### src/rtl/demux_pkg.sv
// Shared types and constants for the 1-to-16 bit demultiplexer/deserializer.
package demux_pkg;

    localparam int unsigned DATA_WIDTH_DEF = 16;
    localparam int unsigned SEL_WIDTH_DEF  = 4;

    localparam logic MODE_ADDR = 1'b0;
    localparam logic MODE_SEQ  = 1'b1;

    typedef enum logic {
        FILL = 1'b0,
        HOLD = 1'b1
    } state_e;

endpackage

### src/rtl/demux_if.sv
// Beat input and word output bundle of the demultiplexer; slave is the DUT side.
interface demux_if
    import demux_pkg::*;
#(
    parameter int unsigned DATA_WIDTH = DATA_WIDTH_DEF,
    parameter int unsigned SEL_WIDTH  = SEL_WIDTH_DEF
);

    logic                  clear;
    logic                  mode;
    logic                  bit_in;
    logic [SEL_WIDTH-1:0]  sel_in;
    logic                  in_valid;
    logic                  in_ready;
    logic [DATA_WIDTH-1:0] out_data;
    logic                  out_valid;
    logic                  out_ready;
    logic [DATA_WIDTH-1:0] out_hit;

    modport master (
        output clear, mode, bit_in, sel_in, in_valid, out_ready,
        input  in_ready, out_data, out_valid, out_hit
    );

    modport slave (
        input  clear, mode, bit_in, sel_in, in_valid, out_ready,
        output in_ready, out_data, out_valid, out_hit
    );

endinterface

### src/rtl/demux_decode4x16.sv
// Combinational select-to-one-hot decoder with enable; all zero when disabled.
module demux_decode4x16
    import demux_pkg::*;
#(
    parameter int unsigned SEL_WIDTH = SEL_WIDTH_DEF
) (
    input  logic [SEL_WIDTH-1:0]        sel,
    input  logic                        en,
    output logic [(2**SEL_WIDTH)-1:0]   onehot
);

    always_comb begin
        onehot = '0;
        if (en) begin
            onehot[sel] = 1'b1;
        end
    end

endmodule

### src/rtl/demux_1x16.sv
// Registered 1-to-16 demultiplexer: steers single-bit beats into a word by select
// or position counter, and hands completed words out through a double-buffered slot.
module demux_1x16
    import demux_pkg::*;
#(
    parameter int unsigned DATA_WIDTH = DATA_WIDTH_DEF,
    parameter int unsigned SEL_WIDTH  = SEL_WIDTH_DEF
) (
    input  logic    clk,
    input  logic    rst_n,
    demux_if.slave  bus
);

    localparam int unsigned DW = DATA_WIDTH;
    localparam int unsigned SW = SEL_WIDTH;

    state_e          state_q, state_d;
    logic [DW-1:0]   shadow_q, shadow_d;
    logic [DW-1:0]   mask_q, mask_d;
    logic [SW-1:0]   cnt_q, cnt_d;
    logic            mode_q, mode_d;
    logic [DW-1:0]   out_data_q, out_data_d;
    logic            out_valid_q, out_valid_d;
    logic [DW-1:0]   out_hit_q;

    logic            in_ready_c;
    logic            frame_mode;
    logic [SW-1:0]   pos;
    logic            accept;
    logic            take;
    logic            complete;
    logic [DW-1:0]   hit;
    logic [DW-1:0]   shadow_wr;
    logic [DW-1:0]   mask_wr;

    // Mode is sampled live on the first beat of a frame, latched afterwards.
    assign in_ready_c = (state_q == FILL) && !bus.clear;
    assign frame_mode = (mask_q == '0) ? bus.mode : mode_q;
    assign pos        = (frame_mode == MODE_SEQ) ? cnt_q : bus.sel_in;
    assign accept     = bus.in_valid && in_ready_c;
    assign take       = out_valid_q && bus.out_ready;

    demux_decode4x16 #(
        .SEL_WIDTH (SW)
    ) u_decode (
        .sel    (pos),
        .en     (accept),
        .onehot (hit)
    );

    assign shadow_wr = (shadow_q & ~hit) | (hit & {DW{bus.bit_in}});
    assign mask_wr   = mask_q | hit;
    assign complete  = accept && (&mask_wr);

    // Next-state and datapath update.
    always_comb begin
        state_d     = state_q;
        shadow_d    = shadow_q;
        mask_d      = mask_q;
        cnt_d       = cnt_q;
        mode_d      = mode_q;
        out_data_d  = out_data_q;
        out_valid_d = out_valid_q && !take;

        case (state_q)
            FILL: begin
                if (bus.clear) begin
                    mask_d = '0;
                    cnt_d  = '0;
                    mode_d = MODE_ADDR;
                end else if (accept) begin
                    shadow_d = shadow_wr;
                    mask_d   = mask_wr;
                    mode_d   = frame_mode;
                    cnt_d    = (frame_mode == MODE_SEQ) ? cnt_q + SW'(1) : '0;
                    if (complete) begin
                        if (!out_valid_q || take) begin
                            out_data_d  = shadow_wr;
                            out_valid_d = 1'b1;
                            mask_d      = '0;
                            cnt_d       = '0;
                        end else begin
                            state_d = HOLD;
                        end
                    end
                end
            end
            HOLD: begin
                // The completed word waits in the shadow until the slot is taken.
                if (take) begin
                    out_data_d  = shadow_q;
                    out_valid_d = 1'b1;
                    mask_d      = '0;
                    cnt_d       = '0;
                    state_d     = FILL;
                end
            end
            default: begin
                state_d = FILL;
            end
        endcase
    end

    // State and output registers.
    always_ff @(posedge clk or negedge rst_n) begin
        if (!rst_n) begin
            state_q     <= FILL;
            shadow_q    <= '0;
            mask_q      <= '0;
            cnt_q       <= '0;
            mode_q      <= MODE_ADDR;
            out_data_q  <= '0;
            out_valid_q <= 1'b0;
            out_hit_q   <= '0;
        end else begin
            state_q     <= state_d;
            shadow_q    <= shadow_d;
            mask_q      <= mask_d;
            cnt_q       <= cnt_d;
            mode_q      <= mode_d;
            out_data_q  <= out_data_d;
            out_valid_q <= out_valid_d;
            out_hit_q   <= hit;
        end
    end

    assign bus.in_ready  = in_ready_c;
    assign bus.out_data  = out_data_q;
    assign bus.out_valid = out_valid_q;
    assign bus.out_hit   = out_hit_q;

endmodule

### src/flat_wrapper.sv
// flat-port wrapper written by rule: the top's interface ports become plain ports
module demux_1x16_flat import demux_pkg::*;
#(
    parameter int unsigned DATA_WIDTH = DATA_WIDTH_DEF,
    parameter int unsigned SEL_WIDTH  = SEL_WIDTH_DEF
)
  (clk, rst_n, bus_clear, bus_mode, bus_bit_in, bus_sel_in, bus_in_valid, bus_out_ready, bus_in_ready, bus_out_data, bus_out_valid, bus_out_hit);
  demux_if #(.DATA_WIDTH(DATA_WIDTH), .SEL_WIDTH(SEL_WIDTH)) bus_i ();
  input  logic clk;
  input  logic rst_n;
  input wire logic [$bits(bus_i.clear)-1:0] bus_clear;
  input wire logic [$bits(bus_i.mode)-1:0] bus_mode;
  input wire logic [$bits(bus_i.bit_in)-1:0] bus_bit_in;
  input wire logic [$bits(bus_i.sel_in)-1:0] bus_sel_in;
  input wire logic [$bits(bus_i.in_valid)-1:0] bus_in_valid;
  input wire logic [$bits(bus_i.out_ready)-1:0] bus_out_ready;
  output wire logic [$bits(bus_i.in_ready)-1:0] bus_in_ready;
  output wire logic [$bits(bus_i.out_data)-1:0] bus_out_data;
  output wire logic [$bits(bus_i.out_valid)-1:0] bus_out_valid;
  output wire logic [$bits(bus_i.out_hit)-1:0] bus_out_hit;
  assign bus_i.clear = bus_clear;
  assign bus_i.mode = bus_mode;
  assign bus_i.bit_in = bus_bit_in;
  assign bus_i.sel_in = bus_sel_in;
  assign bus_i.in_valid = bus_in_valid;
  assign bus_i.out_ready = bus_out_ready;
  assign bus_in_ready = bus_i.in_ready;
  assign bus_out_data = bus_i.out_data;
  assign bus_out_valid = bus_i.out_valid;
  assign bus_out_hit = bus_i.out_hit;
  demux_1x16 #(.DATA_WIDTH(DATA_WIDTH), .SEL_WIDTH(SEL_WIDTH)) u_core (.clk(clk), .rst_n(rst_n), .bus(bus_i));
endmodule
### config.mk
export PLATFORM = sky130hd
export DESIGN_NAME = demux_1x16_flat
export DESIGN_NICKNAME = d
export VERILOG_FILES = /design/src/rtl/demux_pkg.sv /design/src/rtl/demux_if.sv /design/src/rtl/demux_decode4x16.sv /design/src/rtl/demux_1x16.sv /design/src/flat_wrapper.sv
export SDC_FILE = /design/constraint.sdc
export NUM_CORES = 1
export LEC_CHECK = 0
export BUFFER_PORTS_ARGS = -buffer_cell sky130_fd_sc_hd__buf_4
export CAP_MARGIN = 20
export CORE_ASPECT_RATIO = 0.8
export CORE_MARGIN = 2
export CORE_UTILIZATION = 50
export CTS_CLUSTER_SIZE = 8
export DETAILED_ROUTE_END_ITERATION = 12
export PLACE_DENSITY = 0.79
export RECOVER_POWER = 100
export SETUP_SLACK_MARGIN = 0.5
export SYNTH_ARGS = -nofsm -noshare
export SYNTH_HDL_FRONTEND = slang
export SYNTH_SLANG_ARGS = --single-unit
### constraint.sdc
create_clock -name clk -period 4.2 [get_ports clk]
set_input_delay 0.42 -clock clk [delete_from_list [all_inputs] [get_ports clk]]
set_output_delay 0.42 -clock clk [all_outputs]
set_load 0.03 [all_outputs]
Word-level counts from Yosys, hierarchy flattened
Cells that the tools add are included.
{"block": "totals", "ff_bits": 71, "latchBits": 0, "ram_bits": 0, "romBits": 0, "output_inout_bits": 34, "elab_cells": 79, "memories": 0}
{"block": "classes", "n_addsub": 1, "n_mul": 0, "div": 0, "order_cmp": 2, "eq_ne": 6, "shift": 0, "muxes": 38, "n_bitwise": 7, "reduce_logical": 17}
{"operator": "16-bit 2-to-1 mux", "n": 11}
{"operator": "16-bit case mux with 2 select lines", "n": 2}
{"operator": "16-bit bitwise AND", "n": 2}
{"operator": "16-bit bitwise OR", "n": 2}
{"operator": "4-bit 2-to-1 mux", "n": 7}
{"operator": "16-bit logical NOT", "n": 1}
{"operator": "16-bit inverter", "n": 1}
{"operator": "16-bit AND reduction", "n": 1}
{"operator": "1-bit 2-to-1 mux", "n": 14}
{"operator": "4-bit case mux with 2 select lines", "n": 1}
{"operator": "1-bit logical AND", "n": 6}
{"operator": "2-bit != test, second input constant", "n": 3}
{"operator": "4-bit by 5-bit < comparator with 1-bit output, second input constant", "n": 1}
{"operator": "5-bit AND reduction", "n": 1}
{"operator": "4-bit by 1-bit adder with 4-bit output, second input constant", "n": 1}
{"operator": "1-bit demux with 4-bit select", "n": 1}
{"operator": "4-bit by 1-bit >= comparator with 1-bit output, second input constant", "n": 1}
{"operator": "2-bit by 1-bit != test with 1-bit output, second input constant", "n": 2}
{"operator": "1-bit case mux with 2 select lines", "n": 2}
{"operator": "2-bit AND reduction", "n": 2}
{"operator": "1-bit logical NOT", "n": 3}
{"operator": "3-bit by 2-bit != test with 1-bit output, second input constant", "n": 1}
{"operator": "3-bit AND reduction", "n": 1}
{"operator": "1-bit inverter", "n": 2}
{"operator": "2 further kinds", "n": 2}

Longest topological paths before layout
Gate-level depths: netlist (run 1).
{"block": "logic_depth", "word_depth": 16, "ltp_mapped": 12}

By module
From an unflattened synthesis (run 1), not the netlist that was laid out.
{"block": "hier_totals", "cells_unflattened": 259, "hier_area_um2": 3180.6}
{"mod": "demux_1x16", "n_inst": 1, "cells_per_inst": 236, "area_per_inst_um2": 3062.9, "seq_area_each_um2": 1776.7}
{"mod": "demux_decode4x16", "n_inst": 1, "cells_per_inst": 23, "area_per_inst_um2": 117.6, "seq_area_each_um2": 0.0}

Least setup slack after synthesis (run 1)
No wires, ideal clock.
{"block": "synth_timing", "path_type": "reg2reg", "startpoint": "register u_core.mask_q[5]", "endpoint": "register u_core.out_data_q[0] (netlist: u_core.bus.out_data[0])", "setup_ps": 125, "arrival_time_ps": 2911, "required_ps": 4075, "slack_ps": 1164, "path_stages_with_launch": 11, "path_buffers": 2, "cell_sequence": "dfrtp_1 buf_6 nor4_2 nand4_1 mux2i_1 mux2_2 a222oi_1 nand2_1 a21boi_4 buf_12 mux2_4"}
{"block": "synth_between", "elab_chain_len": 16, "word_cells_on_any_way": 23}
{"item": "start, declared", "line": "demux_1x16.sv:19", "text": "logic [DW-1:0] mask_q, mask_d;"}
{"item": "start signal, assigned", "line": "demux_1x16.sv:118", "text": "mask_q <= mask_d;"}
{"item": "16-bit logical NOT", "line": "demux_1x16.sv:38", "text": "assign frame_mode = (mask_q == '0) ? bus.mode : mode_q;"}
{"item": "1-bit 2-to-1 mux", "line": "demux_1x16.sv:38"}
{"item": "4-bit 2-to-1 mux", "line": "demux_1x16.sv:39", "text": "assign pos = (frame_mode == MODE_SEQ) ? cnt_q : bus.sel_in;"}
{"item": "4-bit by 5-bit < comparator with 1-bit output (implied by the code) or 4-bit by 1-bit >= comparator with 1-bit output (tied branches)", "line": "demux_decode4x16.sv:15", "text": "onehot[sel] = 1'b1;"}
{"item": "1-bit logical AND (implied by the code)", "line": "demux_decode4x16.sv:15"}
{"item": "1-bit 2-to-1 mux (implied by the code)", "line": "demux_decode4x16.sv:15"}
{"item": "1-bit demux with 4-bit select", "line": "demux_decode4x16.sv:15"}
{"item": "16-bit 2-to-1 mux", "line": "demux_decode4x16.sv:14", "text": "if (en) begin"}
{"item": "16-bit inverter", "line": "demux_1x16.sv:51", "text": "assign shadow_wr = (shadow_q & ~hit) | (hit & {DW{bus.bit_in}});"}
{"item": "16-bit bitwise AND", "line": "demux_1x16.sv:51"}
{"item": "16-bit bitwise OR", "line": "demux_1x16.sv:51"}
{"item": "16-bit 2-to-1 mux", "line": "demux_1x16.sv:77", "text": "if (!out_valid_q || take) begin"}
{"item": "16-bit 2-to-1 mux", "line": "demux_1x16.sv:76", "text": "if (complete) begin"}
{"item": "16-bit 2-to-1 mux", "line": "demux_1x16.sv:71", "text": "end else if (accept) begin"}
{"item": "16-bit 2-to-1 mux", "line": "demux_1x16.sv:67", "text": "if (bus.clear) begin"}
{"item": "16-bit case mux with 2 select lines", "line": "demux_1x16.sv:65", "text": "case (state_q)"}
{"item": "end signal, assigned", "line": "demux_1x16.sv:121", "text": "out_data_q <= out_data_d;"}
{"item": "end, declared", "line": "demux_1x16.sv:22", "text": "logic [DW-1:0] out_data_q, out_data_d;"}
Parallel ways exist; a longest one is shown, timed or not. The select of a mux whose other input is x is not followed.
A chain may end at the register's enable or synchronous reset.

Final worst setup path (run 1)
{"block": "layout_timing", "startpoint": "register u_core.mask_q[8]", "endpoint": "register u_core.out_data_q[1] (netlist: u_core.bus.out_data[1])"}
Same word-level chain as after synthesis.

==> flow_metrics.tcl, run 1 <==
set metrics [dict create \
    place_congestion 0.9869 \
    placed_cell_area_um2 3855 \
    status "finished with violations" \
    die_x_um 97.19 \
    critical_path_class "reg2reg" \
    critical_path.max_stage_delay_ns 0.57 \
    wl_per_cell_um 19.59 \
    report.final.slew_viol_count 72 \
    synth_seq_cells 71 \
    grt_max_degree 72 \
    clockPowerShare_pct 42.9 \
    final.setup.tns_ns 0 \
    cp_slowest_cell "mux2_1" \
    arrival_ns 3.99 \
    drc_errors 0 \
    yosys_warnings 0 \
    grt_overflow_total 0 \
    finalPower_w 0.001538 \
    cts.sinks 71 \
    path_cells "nor4_1 > nand4_1 > mux2_1 > mux2_1 > a222oi_1 > nand2_1 > a21boi_4 > buf_4 > mux2_4" \
    intPower_w 0.001160 \
    p_leak_nw 1.874 \
    grt_pass1_wl_mm 14.61 \
    routed_wl_mm 8.974 \
    grt_use_met3_pct 6.144 \
    dr_total_vias 2804 \
    crit_buf_inv 1 \
    first_global_vias 2677 \
    die_h_um 78.55 \
    n_fill_cell 595 \
    cts_hold_repair.buffers 0 \
    htreeDepth 3 \
    violations "max-capacitance violations, max-slew violations" \
    use_met1_pct 35.94 \
    reg2reg_slack_ns 0.43 \
    ys_seq_area_share_pct 51.15 \
    drv_cap 1 \
    finalCritPeriodShare_pct 89.64 \
    clk_pin_slew_worst_paths_ns 0.08 \
    first_iter_violations 328 \
    met2_usage_pct 36.60 \
    start_util_pct 51.15 \
    portBuffers 44 \
    areaGrowthSynthToFinish_pct 15.78 \
    fp.dieArea_um2 7633 \
    post-route-min-period_ns 3.765 \
    design_area_um2 4021 \
    final_nets 378 \
    ios 45 \
    placedCellCount 433 \
    p_sw_w 0.0003778 \
    rows 27 \
    busiest_layer "met2" \
    pwr-share-seq_pct 47.9 \
    power.density_nw_per_um2 382.5 \
    syn_inst 317 \
    cts_tree "yes" \
    setup_viol 0 \
    rsz0062_at_grt "false" \
    syn-num-nets 329 \
    insertion_delay_ns 0.35 \
    drtPass1Iterations 5 \
    combPwrFrac_pct 9.2 \
    fin_cells 458 \
    drive_gt1_share_pct 19.14 \
    hold_viol_final 0 \
    p_sw_share_pct 24.56 \
    antenna_cells 0 \
    ys.flop_type "dfrtp_1" \
    skew_ns 0.009867 \
    ant_nets 0 \
    cts-buffers-inserted 9 \
    antenna_found_initial 0 \
    required_ns 4.43 \
    viasPerCell 6.122 \
    crit_path_frequent_cell "mux2_1" \
    synth_area_um2 3473 \
    grt.total_usage_pct 24.72 \
    timing.slew.headroom_pct -15.70 \
    synth_edf_count 0 \
    critPathTopFamily "multiplexers" \
    start_kind "flop" \
    synth.avg_cell_area_um2 10.96 \
    critical_path.max_fanout 13 \
    worstMarginPinSlew_ns 1.736 \
    cts_buffer_depth 2 \
    ir_drop_uv 342.0 \
    design.core.area_um2 6790 \
    fmax_ghz 0.2656 \
    hold-worst-slack_ns 0.2566 \
    hold_class "in2reg" \
    yosysUniqueCellTypes 47 \
    hpwl_mm 6.097 \
    end_kind "flop" \
    cts.root.buffer_cell "clkbuf_8" \
    synth_async_sr_flop_share_pct 100.0 \
]
==> cell usage in the layout (no fill, tap or decap), types with 2 or more instances in the layout <==
master,netlist,final
mux2_1,0,14
a32o_1,5,5
nor4_1,3,3
nor2b_1,6,6
o21ai_0,4,4
a21o_1,4,4
inv_1,7,7
nand2_1,29,29
bufinv_16,0,3
o31ai_1,4,4
a21oi_1,17,17
dfrtp_1,71,71
a31o_2,3,3
mux2_4,12,10
a32oi_1,9,9
o41ai_1,3,2
and3_1,2,2
clkbuf_8,0,9
nor2_1,24,24
clkbuf_4,0,7
buf_4,0,15
a222oi_1,2,2
clkinv_2,0,2
nand3_1,23,23
and2_1,7,7
and2_0,2,2
mux2_2,25,13
nand4_1,10,10
clkbuf_1,14,37
a22o_1,2,2
a31oi_1,4,4
==> state kept, by name, summed over array words and instances (netlist names) <==
register and cells:
u_core.bus.out_valid 1, u_core.cnt_q 4, u_core.mode_q 1, u_core.bus.out_hit 16, u_core.state_q 1, u_core.shadow_q 16, u_core.bus.out_data 16, u_core.mask_q 16
==> layer usage <==
| layer | vias up | share of wire (%) |
|---|---|---|
| li1 | 1268 | - |
| met1 | 1375 | 45 |
| met2 | 146 | 45 |
| met3 | 15 | 8.2 |
| met4 | 0 | 1.7 |
| met5 | - | 0 |
==> cells by family after synthesis <==
kind of cell               after synthesis  synth area share (%)
adders and majority gates                1                0.3602
muxes                                   38                 13.58
DFF                                     71                 51.15
and+or+nand+nor                        114                 17.00
AOI/OAI and AO/OA                       64                 13.80
xor gates and xnor gates                 1                0.2522
buffers and inverters                   28                 3.855
==> stage by stage <==
stage	utilization, %	worst slack (ns)
finish	59.22	0.4350
CTS	60.25	0.5707
global placement	56.77	0.5249
detailed placement	56.77	0.5796
global route	59.22	0.2890
floorplan	-	1.164
==> path summary, 6_finish.rpt <==
check / depth (start not counted) / start / endpoint
setup / recovery: 9 / u_core.mask_q[8] / u_core.bus.out_data[1]
hold / removal: 2 / bus_out_ready / u_core.state_q
setup reg to reg: 9 / u_core.mask_q[8] / u_core.bus.out_data[1]
hold reg to reg: 1 / u_core.shadow_q[5] / u_core.shadow_q[5]
max in group asynchronous: 1 / rst_n / u_core.bus.out_data[6]
min in group asynchronous: 1 / rst_n / u_core.cnt_q[2]
==> power groups by stage <==
stage               Sequential, W  Combinational (W)  Clock [W]
floorplan                0.000747          0.0000953          0
global placement         0.000748           0.000150          0
detailed placement       0.000750           0.000152          0
CTS                      0.000736           0.000152   0.000668
global route             0.000741           0.000155   0.000704
finish                   0.000737           0.000142   0.000660
==> cells in the mapped netlist, types with 2 or more instances <==
master    count  area [µm²]
a32o_1        5       50.05
clkbuf_1     14       52.55
and2_0        2       12.51
mux2_2       25       281.5
inv_1         7       26.28
dfrtp_1      71        1777
mux2_4       12       180.2
buf_2         4       20.02
a31oi_1       4       25.02
a32oi_1       9       78.83
and2_1        7       43.79
nor2b_1       6       37.54
nand3_1      23       115.1
nor2_1       24       90.09
and3_1        2       12.51
a22o_1        2       17.52
nand4_1      10       62.56
a222oi_1      2       20.02
nand2_1      29       108.9
o21ai_0       4       20.02
a21o_1        4       30.03
nor4_1        3       18.77
o31ai_1       4       30.03
a31o_2        3       26.28
o41ai_1       3       26.28
a21oi_1      17       85.08
==> final cells by class <==
cell class	count	area [µm²]	share of cell area (%)
flip-flops and latches	71	1777	44.18
multi-input cells	218	1568	38.99
repair buffers	59	305.3	7.592
clock buffers	10	127.6	3.174
clock inverters	6	108.9	2.707
well taps	87	108.9	2.707
inverters	7	26.28	0.6534
==> what timing repair did <==
action                     in CTS  in global routing
setup buffers                   0                  9
setup endpoints to repair       0                  9
resized for setup               0                  2
(Power assumes the default switching activity.)
==> run 2, diff against run 1 <==
==> constraint.sdc (replaced) <==
create_clock -name clk -period 4.2 [get_ports clk]
set_input_delay 0.84 -clock clk [delete_from_list [all_inputs] [get_ports clk]]
set_output_delay 0.84 -clock clk [all_outputs]
set_load 0.03 [all_outputs]
==> flow_metrics.tcl, run 2 (synthesized netlist as in run 1, its figures left out) <==
set metrics [dict create \
    arrival_ns 3.96 \
    report.final.slew_viol_count 72 \
    die_x_um 97.19 \
    insertion_delay_ns 0.35 \
    met2_usage_pct 37.36 \
    cts.sinks 71 \
    ir_drop_uv 205.2 \
    post-route-min-period_ns 3.743 \
    clk_pin_slew_worst_paths_ns 0.08 \
    wl_per_cell_um 19.89 \
    drv_cap 1 \
    holdPathStages 1 \
    final.setup.tns_ns 0 \
    grt_pass1_wl_mm 14.50 \
    hpwl_mm 6.210 \
    end_kind "flop" \
    design.core.area_um2 6790 \
    drc_errors 0 \
    use_met1_pct 33.84 \
    first_global_vias 2825 \
    areaGrowthSynthToFinish_pct 13.40 \
    cts_buffer_depth 2 \
    drive_gt1_share_pct 16.17 \
    first_iter_violations 354 \
    required_ns 4.42 \
    fmax_ghz 0.2671 \
    cts_tree "yes" \
    antenna_cells 0 \
    setup_viol 0 \
    skew_ns 0.01829 \
    routed_wl_mm 9.109 \
    n_fill_cell 613 \
    rows 27 \
    cts.root.buffer_cell "clkbuf_8" \
    finalCritPeriodShare_pct 89.13 \
    final_common_cell "dfrtp_1" \
    ant_nets 0 \
    cts_hold_repair.buffers 0 \
    critical_path_class "reg2reg" \
    hold-worst-slack_ns 0.4819 \
    busiest_layer "met2" \
    hold_viol_final 0 \
    power.density_nw_per_um2 362.6 \
    rsz0062_at_grt "false" \
    hold_class "reg2reg" \
    cts-buffers-inserted 9 \
    status "finished with violations" \
    htreeDepth 3 \
    final_nets 378 \
    reg2reg_depth 9 \
    worstMarginPinSlew_ns 1.730 \
    drtPass1Iterations 6 \
    placed_cell_area_um2 3915 \
    timing.slew.headroom_pct -15.36 \
    start_util_pct 51.15 \
    place_congestion 0.9954 \
    violations "max-capacitance violations, max-slew violations" \
    p_leak_nw 1.844 \
    fp.dieArea_um2 7633 \
    grt.total_usage_pct 24.69 \
    grt_use_met3_pct 6.233 \
    ios 45 \
    critical_path.max_fanout 20 \
    grt_max_degree 72 \
    portBuffers 44 \
    dr_total_vias 2837 \
    design_area_um2 3939 \
    antenna_found_initial 0 \
    die_h_um 78.55 \
    grt_overflow_total 0 \
    start_kind "flop" \
    viasPerCell 6.194 \
    final_cell_mix "71 x dfrtp_1, 39 x clkbuf_1, 29 x nand2_1, 24 x nor2_1" \
]
[run 2: through the flow]
stage	worst slack (ns)	power [W]	utilization [%]	instances
detailed placement	0.5347	0.0009044	57.66	441
global placement	0.5650	0.0009013	57.66	441
floorplan	0.9562	0.0008421	-	317
finish	0.4565	0.001428	58.01	458
CTS	0.5587	0.001452	60.55	457
global route	0.3572	0.001486	58.01	458
[run 2: power by group]
group / internal [W] / switching [W] / total, W / leakage, nW
clock network: 0.000278 / 0.000270 / 0.000548 / 0.0968
logic: 0.0000500 / 0.0000942 / 0.000144 / 0.772
registers: 0.000720 / 0.0000161 / 0.000736 / 0.975
[run 2: routing by layer]
| metal | vias to the layer above | wire length [µm] |
|---|---|---|
| met5 | - | 0 |
| met4 | 0 | 265 |
| met3 | 36 | 846 |
| met2 | 171 | 4005 |
| met1 | 1361 | 3991 |
| li1 | 1269 | - |
[run 2: what timing repair did]
item / 4_1_cts / 5_1_grt
buffers inserted: 0 / 1
endpoints found under the hold margin: 0 / 0
setup endpoints to repair: 0 / 16
resized for setup: 0 / 1
[run 2: path summary, 6_finish.rpt]
kind / start / end / slack, ns
worst max-delay path: u_core.mask_q[14] / u_core.cnt_q[2] / 0.46
worst min register to register: u_core.shadow_q[13] / u_core.shadow_q[13] / 0.48
worst max register to register: u_core.mask_q[14] / u_core.cnt_q[2] / 0.46
min in group asynchronous: rst_n / u_core.cnt_q[2] / 0.94
worst min-delay path: u_core.shadow_q[13] / u_core.shadow_q[13] / 0.48
max in group asynchronous: rst_n / u_core.mask_q[12] / 2.21
[run 2: worst max-delay path: stages (launching register included)]
cell and delay [ns]:
dfrtp_1 0.46, nor4_1 0.48, nand4_1 0.23, mux2_1 0.57, mux2_1 0.46, a222oi_1 0.44
nand3_1 0.12, clkbuf_1 0.46, a31oi_1 0.31, a31oi_1 0.06
[run 2: area by class of cell]
cell class	count	area (µm²)	area share (%)
clock inverters	6	68.82	1.747
inverters	7	26.28	0.6671
repair buffers	59	297.8	7.560
well taps	87	108.9	2.764
clock buffers	10	127.6	3.240
multi-input cells	218	1533	38.91
flip-flops and latches	71	1777	45.11
